[src/rtl/uart_pkg.sv]
// Shared types and helpers for the UART transmitter.
// Parity build option: UART_TX_PARITY_EN.
package uart_pkg;

  typedef enum logic [2:0] {
    IDLE,
    START,
    DATA,
    PARITY,
    STOP
  } uart_tx_state_e;

  localparam logic UART_IDLE_LEVEL = 1'b1;

  function automatic int cnt_w(input int max_val);
    return (max_val > 1) ? $clog2(max_val) : 1;
  endfunction

endpackage

[src/rtl/uart_baud_cnt.sv]
// Bit-period divider: pulses o_bit_done on the last clk of each bit.
// Restarts from zero whenever i_clear is high.
module uart_baud_cnt
  import uart_pkg::*;
#(
  parameter int CLKS_PER_BIT = 16
) (
  input  logic clk,
  input  logic i_reset,
  input  logic i_clear,
  output logic o_bit_done
);

  localparam int CW = cnt_w(CLKS_PER_BIT);
  localparam logic [CW-1:0] LAST = CW'(CLKS_PER_BIT - 1);

  logic [CW-1:0] cnt_q;

  assign o_bit_done = (cnt_q == LAST);

  always_ff @(posedge clk) begin
    if (i_reset || i_clear || o_bit_done)
      cnt_q <= '0;
    else
      cnt_q <= cnt_q + 1'b1;
  end

endmodule

[src/rtl/uart_tx_param.sv]
// Parametrised UART transmitter with valid/ready word intake.
// Parity bit present only when UART_TX_PARITY_EN is defined.
module uart_tx_param
  import uart_pkg::*;
#(
  parameter int DATA_W       = 8,
  parameter int CLKS_PER_BIT = 16,
  parameter int STOP_BITS    = 1,
  parameter int PARITY_ODD   = 0
) (
  input  logic              clk,
  input  logic              i_reset,
  input  logic [DATA_W-1:0] i_data,
  input  logic              i_valid,
  output logic              o_ready,
  output logic              o_tx,
  output logic              o_busy
);

  localparam int BMAX = (DATA_W > STOP_BITS) ? DATA_W : STOP_BITS;
  localparam int BW = cnt_w(BMAX);
  localparam logic [BW-1:0] LAST_DATA = BW'(DATA_W - 1);
  localparam logic [BW-1:0] LAST_STOP = BW'(STOP_BITS - 1);
  localparam logic PAR_INV = (PARITY_ODD != 0);

  uart_tx_state_e    state_q, state_d;
  logic [DATA_W-1:0] shift_q, shift_d;
  logic [BW-1:0]     bit_q, bit_d;
  logic              par_q, par_d;
  logic              tx_q, tx_d;
  logic              bit_done;
  logic              last_stop;
  logic              hs;
  logic              clear;

  assign last_stop = (state_q == STOP) && bit_done
                   && (bit_q == LAST_STOP);
  assign o_ready = ((state_q == IDLE) || last_stop) && !i_reset;
  assign hs      = i_valid && o_ready;
  assign clear   = hs || (state_q == IDLE);
  assign o_busy  = (state_q != IDLE);
  assign o_tx    = tx_q;

  uart_baud_cnt #(
    .CLKS_PER_BIT(CLKS_PER_BIT)
  ) u_baud (
    .clk       (clk),
    .i_reset   (i_reset),
    .i_clear   (clear),
    .o_bit_done(bit_done)
  );

  always_comb begin
    state_d = state_q;
    shift_d = shift_q;
    bit_d   = bit_q;
    par_d   = par_q;
    case (state_q)
      IDLE: ;
      START: begin
        if (bit_done) begin
          state_d = DATA;
          bit_d   = '0;
        end
      end
      DATA: begin
        if (bit_done) begin
          shift_d = shift_q >> 1;
          if (bit_q == LAST_DATA) begin
            bit_d = '0;
`ifdef UART_TX_PARITY_EN
            state_d = PARITY;
`else
            state_d = STOP;
`endif
          end else begin
            bit_d = bit_q + 1'b1;
          end
        end
      end
      PARITY: begin
        if (bit_done) begin
          state_d = STOP;
          bit_d   = '0;
        end
      end
      STOP: begin
        if (bit_done) begin
          if (bit_q == LAST_STOP) begin
            bit_d   = '0;
            state_d = IDLE;
          end else begin
            bit_d = bit_q + 1'b1;
          end
        end
      end
      default: state_d = IDLE;
    endcase
    // handshake only fires in IDLE or the final stop cycle
    if (hs) begin
      state_d = START;
      shift_d = i_data;
      bit_d   = '0;
      par_d   = (^i_data) ^ PAR_INV;
    end
    tx_d = UART_IDLE_LEVEL;
    case (state_d)
      START:   tx_d = 1'b0;
      DATA:    tx_d = shift_d[0];
      PARITY:  tx_d = par_q;
      default: tx_d = UART_IDLE_LEVEL;
    endcase
  end

  always_ff @(posedge clk) begin
    if (i_reset) begin
      state_q <= IDLE;
      shift_q <= '0;
      bit_q   <= '0;
      par_q   <= 1'b0;
      tx_q    <= UART_IDLE_LEVEL;
    end else begin
      state_q <= state_d;
      shift_q <= shift_d;
      bit_q   <= bit_d;
      par_q   <= par_d;
      tx_q    <= tx_d;
    end
  end

endmodule

[config.mk]
export PLATFORM = sky130hd
export DESIGN_NAME = uart_tx_param
export DESIGN_NICKNAME = d
export VERILOG_FILES = /design/src/rtl/uart_pkg.sv /design/src/rtl/uart_baud_cnt.sv /design/src/rtl/uart_tx_param.sv
export SDC_FILE = /design/constraint.sdc
export NUM_CORES = 1
export LEC_CHECK = 0
export CORE_AREA = 10 10 62 59
export CTS_CLUSTER_SIZE = 25
export DETAILED_ROUTE_END_ITERATION = 7
export DIE_AREA = 0 0 72 69
export HOLD_SLACK_MARGIN = 0.12
export MAX_ROUTING_LAYER = met4
export PLACE_DENSITY = 0.83
export SKIP_CTS_REPAIR_TIMING = 1
export SYNTH_ARGS = -nofsm -noshare
export SYNTH_HDL_FRONTEND = slang
export SYNTH_HIERARCHICAL = 1
export SYNTH_SLANG_ARGS = --single-unit
[constraint.sdc]
create_clock -name clk -period 2.2 [get_ports clk]
set_clock_uncertainty 0.05 [all_clocks]
set_input_delay 0.44 -clock clk [delete_from_list [all_inputs] [get_ports clk]]
set_output_delay 0.44 -clock clk [all_outputs]
set_load 0.03 [all_outputs]
* Word level (Yosys, flattened, before mapping) *
Cells that the tools add are included.

storage, ports and cells
  bits of input ports = 11
  flip-flop bits (word level) = 20
  logic and storage cells = 59

operators by class
  reduce and logical (&&, ||, !) cells = 20
  add/subtract/negate cells = 2
  mux-type cells = 18
  eq/ne operators = 12

operators by type and width
  operator                                              number
  2-to-1 mux 3 bit                                      12
  2-to-1 mux 8 bit                                      3
  one-hot mux 3 bit (5 select lines)                    1
  equality test 3 x 2 -> 1 bit (second input constant)  4
  one-hot mux 3 bit (3 select lines)                    1
  XOR reduction 8 bit                                   1
  equality test 3 x 1 -> 1 bit (second input constant)  2
  equality test 3 bit (second input constant)           2
  logical NOT 3 bit                                     2
  nonzero test 3 bit                                    2
  adder 4 x 1 -> 4 bit (second input constant)          1
  equality test 4 bit (second input constant)           1
  logical AND 1 bit                                     4
  logical OR 1 bit                                      4
  != test 2 bit (second input constant)                 2
  AND reduction 4 bit                                   1
  nonzero test 2 bit                                    2
  OR reduction 2 bit                                    2
  adder 3 x 1 -> 3 bit (second input constant)          1
  one-hot mux 1 bit (3 select lines)                    1
  != test 2 x 1 -> 1 bit (second input constant)        1
  AND reduction 2 bit                                   1
  logical NOT 1 bit                                     1

* Logic depth before layout (Yosys ltp) *
Gate-level depths: netlist of run 1.

  depth after elaboration = 9
  gate-level depth with buffers = 10

* Hierarchy *
Netlist of run 1, hierarchy kept.

modules (own cells, without submodules)
  module         cells each  times used  area an instance (µm²)  seq. area each (µm²)
  uart_tx_param  102         1           962.2                   320.3
  uart_baud_cnt  16          1           157.7                   80.1

* Worst setup path before layout of run 1 *
OpenSTA, ideal clock, no wires.

  path type = reg-to-output
  start = reg u_baud.cnt_q[0]
  end = out o_ready
  data required time = 1.710 ns
  buffers on the path = 0
  arrival = 2.562 ns
  cell stages (with the launch flop) = 6
  slack = -0.852 ns
  path through = dfxtp_1 -> ha_1 -> nand3_1 -> inv_1 -> nand3b_1 -> a2111oi_0

on the way
  word-level cells in the longest chain between the ends = 5

RTL lines
  what                    RTL line             source
  start, declared         uart_baud_cnt.sv:17  logic [CW-1:0] cnt_q;
  start signal, assigned  uart_baud_cnt.sv:25  cnt_q <= cnt_q + 1'b1;
  equality test 4 bit     uart_baud_cnt.sv:19  assign o_bit_done = (cnt_q == LAST);
  via bit_done            uart_tx_param.sv:31  logic bit_done;
  logical AND 1 bit       uart_tx_param.sv:36  assign last_stop = (state_q == STOP) && bit_done
  logical AND 1 bit       uart_tx_param.sv:37  && (bit_q == LAST_STOP);
  logical OR 1 bit        uart_tx_param.sv:38  assign o_ready = ((state_q == IDLE) || last_stop) && !i_reset;
  logical AND 1 bit       uart_tx_param.sv:38
  end, declared           uart_tx_param.sv:15  output logic o_ready,

The timed path passes the listed nets, and every way through them passes these cells.

* Worst setup path after layout of run 1 *
  start = reg u_baud.cnt_q[1]
  end = out o_ready

Same word-level chain as after synthesis.

==> results of run 1 <==
==> cells by family (layout without fill, tap and decap cells) <==
| kind of cell | Yosys count | count (layout) | share of synthesized area |
|---|---|---|---|
| XOR/XNOR | 9 | 9 | 0.0704 |
| AO/OA/AOI/OAI | 25 | 25 | 0.198 |
| adder cells (fa/ha/maj) | 4 | 4 | 0.0447 |
| multiplexers | 8 | 8 | 0.0715 |
| buffers and inverters | 12 | 34 | 0.0570 |
| flip-flops | 20 | 20 | 0.358 |
| AND/OR/NAND/NOR | 40 | 40 | 0.201 |
==> cell usage after synthesis (2+ instances only) <==
cell	number
mux2i_1	8
a211oi_2	7
o21ai_0	3
a31oi_1	3
nand3_1	3
nor3_1	3
buf_6	2
clkbuf_1	2
o22ai_1	2
nand2b_1	2
nor2b_1	3
buf_2	3
a21oi_2	2
ha_1	4
dfxtp_1	20
nand3b_1	2
xnor2_1	8
inv_1	5
nand2_1	4
nor2_1	14
==> through the flow <==
step	area [µm²]	hold WS (ns)	power [mW]	utilization	TNS, ns
after detailed placement	1370	0.389	0.537	0.576	0
after CTS	1400	0.409	0.707	0.586	-0.153
after global routing	1430	0.411	0.733	0.601	-0.0423
final	1430	0.390	0.696	0.601	0
after floorplan	1140	0.368	0.479	-	0
after global placement	1370	0.380	0.533	0.576	0
==> path summary, 6_finish.rpt <==
path              startpoint         endpoint  slack, ns  cells past startpoint
max          u_baud/cnt_q[1]          o_ready       0.06                      6
min          u_baud/cnt_q[0]  u_baud/cnt_q[0]       0.39                      1
max reg2reg  u_baud/cnt_q[1]             o_tx       0.29                      7
min reg2reg  u_baud/cnt_q[0]  u_baud/cnt_q[0]       0.39                      1
==> state kept, by name, summed over array words and instances (netlist names) <==
register	cells
bit_q	3
par_q	1
u_baud/cnt_q	4
o_tx	1
state_q	3
shift_q	8
==> routing by layer <==
layer / vias to the layer above / global-route usage / part of all wire
li1: 466 / - / -
met1: 428 / 0.109 / 0.42
met2: 17 / 0.162 / 0.51
met3: 4 / 0.0385 / 0.050
met4: 0 / 0.0512 / 0.019
met5: - / - / 0
==> cell type report <==
type                    count  area (µm²)
well taps                  28        35.0
inverters                   5        18.8
flip-flops and latches     20         405
repair buffers             26         244
clock buffers               3        22.5
multi-input cells          86         706
fillers                   209         951
==> power by group through the flow <==
stage | clock [mW] | sequential [mW] | combinational, mW
6_report | 0.167 | 0.384 | 0.145
3_5_place_dp | 0 | 0.393 | 0.144
4_1_cts | 0.178 | 0.385 | 0.144
2_1_floorplan | 0 | 0.393 | 0.0855
5_1_grt | 0.189 | 0.386 | 0.157
3_3_place_gp | 0 | 0.392 | 0.141
==> critical path: stages (launching register included) <==
cell       delay (ns)
dfxtp_2          0.36
ha_4             0.16
nand3_4          0.08
inv_2            0.08
nand3b_1         0.15
a2111oi_4        0.34
buf_6            0.18
==> results_dict.tcl, run 1 <==
set metrics [dict create \
    run_status "finished clean" \
    cts_tree "done" \
    die_width_um 72 \
    tightestPinTransition_ns 0.317 \
    place_ws_ns 0.0153 \
    vias_per_cell 5.45 \
    syn_area_um2 1120 \
    routed_wl_um 2400 \
    first_pass_iters 4 \
    synthCells 118 \
    finalCritPeriodShare 0.972 \
    fmax_mhz 468 \
    power_density_nw_per_um2 486 \
    h-tree-depth 1 \
    grt_setup_unrepaired "true" \
    drt-initial-drc-count 19 \
    die_area_um2 4970 \
    grt_pass1_vias 920 \
    wire_per_inst_um 14.3 \
    gr-total-overflow 0 \
    slew-limit-headroom 0.786 \
    postRouteAntennaNets 0 \
    synth.top_cell.area_share 0.358 \
    boundaryPins 14 \
    min_path_type "reg -> reg" \
    cellInternalPower_uw 516 \
    ys_ff_latch 20 \
    final_cells 168 \
    cp-end-kind "output port" \
    layout_common_cells "dfxtp_1 (18), nor2_1 (14), buf_4 (12), clkdlybuf4s50_1 (11)" \
    ys_seq_area_frac 0.358 \
    cellLeakagePower_nw 0.517 \
    cts_max_path_buffers 2 \
    initial_core_util 0.470 \
    fp.coreArea_um2 2380 \
    grt_max_degree 19 \
    grt_pass1_wl_um 4130 \
    clockPowerShare 0.240 \
    gp_congestion 0.839 \
    syn_to_final_growth_pct 27.8 \
    seq_power_share 0.552 \
    synth-edff-count 0 \
    grtUsageTotal 0.103 \
    synth_area_leaders "dfxtp_1 (36%), a211oi_2 (7.8%), mux2i_1 (7.2%)" \
    path_class "reg -> out" \
    crit_fanout 3 \
    design.final.nets 157 \
    final-hold-violation-count 0 \
    placed_cells 165 \
    crit_required_ns 1.71 \
    power_switching_share 0.258 \
    yosysWarnings 6 \
    timing.max_cap.violations 0 \
    irDropWorstVdd_uv 422 \
    finalMaxSlewViolations 0 \
    layout-drive-gt1-share 0.271 \
    mostFrequentLayoutCell "dfxtp_1" \
    clkLatencyLatePin_ns 0.30 \
    synthFlopType "dfxtp_1" \
    place_hpwl_um 1870 \
    antenna_found_initial 0 \
    avgSynthCellArea_um2 9.49 \
    remaining_drc_errors 0 \
    worstPathArrival_ns 1.65 \
    num_vias 915 \
    synthArstFlopShare 0 \
    clk_pin_slew_worst_paths_ns 0.10 \
    cts_made_buffers 3 \
    switching_power_uw 180 \
    power_frac_comb 0.208 \
    clock-sinks 20 \
    core.rowCount 17 \
    fin_crit_ns 2.14 \
    setup_viol 0 \
    start_kind "register" \
    synth.distinct_cells 38 \
    io_buffers 13 \
    worst_slack_ns 0.0612 \
    num_antenna_cells 0 \
    synth_nets 133 \
    cts_root_buffer "clkbuf_4" \
    dieHeight_um 69 \
    synth_largest_area_cell "dfxtp_1" \
]
Power figures use the tool's default switching activity.
==> inputs of run 2 (changes only) <==
--- a/config.mk
+++ b/config.mk
@@ -11,5 +11,5 @@
 export DIE_AREA = 0 0 72 69
-export HOLD_SLACK_MARGIN = 0.12
 export MAX_ROUTING_LAYER = met4
 export PLACE_DENSITY = 0.83
+export RECOVER_POWER = 100
 export SKIP_CTS_REPAIR_TIMING = 1
--- a/constraint.sdc
+++ b/constraint.sdc
@@ -4,2 +4,2 @@
 set_output_delay 0.44 -clock clk [all_outputs]
-set_load 0.03 [all_outputs]
+set_load 0.05 [all_outputs]
==> run 2 against run 1 <==
Against the previous run: the flow now finishes with violations (setup timing); critical path depth unchanged; sequential cell count unchanged; die area unchanged; combinational power about the same; total power up 2.2%; count of clock-buffer cells in the layout unchanged; final cell count down 0.60%; via count up 3.5%; sequential share of layout area down 0.32 points; fmax down 7.8%; largest power group unchanged.
==> results_dict.tcl, run 2 (synthesized netlist as in run 1, its figures left out) <==
set metrics [dict create \
    run_status "finished, violations left" \
    violations "setup timing" \
    largestRegisters "shift_q x8, u_baud/cnt_q x4" \
    clk_pin_slew_worst_paths_ns 0.11 \
    boundaryPins 14 \
    rr_worst_depth 7 \
    fin_area_um2 1450 \
    clkLatencyLatePin_ns 0.31 \
    die_area_um2 4970 \
    finalMaxSlewViolations 0 \
    crit_required_ns 1.71 \
    setup_viol 1 \
    num_vias 947 \
    remaining_drc_errors 0 \
    timing.max_cap.violations 0 \
    die_width_um 72 \
    power_density_nw_per_um2 491 \
    reg2reg_from "u_baud/cnt_q[1]" \
    largest_reg_flops 8 \
    mostFrequentLayoutCell "dfxtp_1" \
    design.final.nets 156 \
    min_path_type "reg -> reg" \
    final-hold-violation-count 0 \
    start_kind "register" \
    gr-total-overflow 0 \
    dieHeight_um 69 \
    core.rowCount 17 \
    cts_tree "done" \
    path_class "reg -> out" \
    fin_crit_ns 2.32 \
    slew-limit-headroom 0.669 \
    postRouteAntennaNets 0 \
    post_dp_cell_area_um2 1340 \
    syn_to_final_growth_pct 29.3 \
    tightestPinTransition_ns 0.495 \
    vias_per_cell 5.67 \
    grt_pass1_wl_um 4130 \
    crit_fanout 6 \
    antenna_found_initial 0 \
    wire_per_inst_um 15.4 \
    routed_wl_um 2580 \
    drt-initial-drc-count 29 \
    clock-sinks 20 \
    cts_made_buffers 3 \
    r2r-end "o_tx" \
    top_register "shift_q" \
    cellLeakagePower_nw 0.508 \
    irDropWorstVdd_uv 300 \
    num_antenna_cells 0 \
    layout_common_cells "dfxtp_1 (18), nor2_1 (14), clkdlybuf4s50_1 (11), buf_4 (11)" \
    cts_max_path_buffers 2 \
    initial_core_util 0.470 \
    r2r_slack_ns 0.24 \
    tns_ns -0.120 \
    worstHoldStart "u_baud/cnt_q[0]" \
    finalCritPeriodShare 1.05 \
    layout-drive-gt1-share 0.273 \
    grt_setup_unrepaired "true" \
    grt_pass1_vias 940 \
    fp.coreArea_um2 2380 \
    cts_root_buffer "clkbuf_4" \
    first_pass_iters 4 \
    io_buffers 13 \
    gp_congestion 0.882 \
    place_hpwl_um 1910 \
    grt_max_degree 19 \
    fmax_mhz 431 \
    worst_slack_ns -0.120 \
    worstHoldPathCells 1 \
    holdPathEnd "u_baud/cnt_q[0]" \
    grtUsageTotal 0.102 \
    utilization 0.608 \
    worstPathArrival_ns 1.83 \
    h-tree-depth 1 \
    cp-end-kind "output port" \
    hold_ws_ns 0.399 \
]
[run 2: cell count changes in the layout (fill, tap and decap cells not counted)]
cell,change
inv_4,+1
buf_6,-1
buf_12,+1
inv_2,-1
dlymetal6s2s_1,-1
buf_4,-1
clkbuf_16,+1
[run 2: report_power, final]
group          total, mW  switching, mW  internal (mW)
Combinational      0.147         0.0704         0.0765
Clock              0.176          0.112         0.0640
Sequential         0.388         0.0115          0.377
[run 2: how the worst max path moves through the flow]
stage	startpoint	endpoint	slack, ns	cells past startpoint
2_1_floorplan	u_baud/cnt_q[0]	o_ready	0.01	5
3_3_place_gp	i_reset	u_baud/cnt_q[1]	0.04	6
3_5_place_dp	i_reset	shift_q[4]	0.02	6
4_1_cts	u_baud/cnt_q[0]	o_ready	-0.19	6
5_1_grt	u_baud/cnt_q[1]	o_ready	-0.20	6
6_report	u_baud/cnt_q[1]	o_ready	-0.12	6
[run 2: cell type report]
class	count	area (µm²)
clock buffer	3	22.5
fill	204	935
inverter	5	21.3
multi-input combinational	86	706
sequential	20	405
tap	28	35.0
timing repair buffer	25	258
[run 2: stage by stage]
stage	cells	total power, mW	worst slack (ns)
floorplan	118	0.485	0.0133
global placement	158	0.538	0.0440
detailed placement	158	0.543	0.0156
CTS	161	0.716	-0.191
global route	167	0.744	-0.201
finish	167	0.711	-0.120
[run 2: worst max-delay path, cell delays in order, from the launching register on]
cell and delay (ns):
dfxtp_2 0.38, ha_4 0.15, nand3_4 0.09, inv_4 0.09, nand3b_1 0.15, a2111oi_4 0.42, clkbuf_16 0.23
[run 2: routing by layer]
layer,vias up,part of all wire,track usage
met4,0,0.022,0.0618
met2,27,0.53,0.163
li1,465,-,-
met3,5,0.037,0.0228
met1,450,0.41,0.111
met5,-,0,-
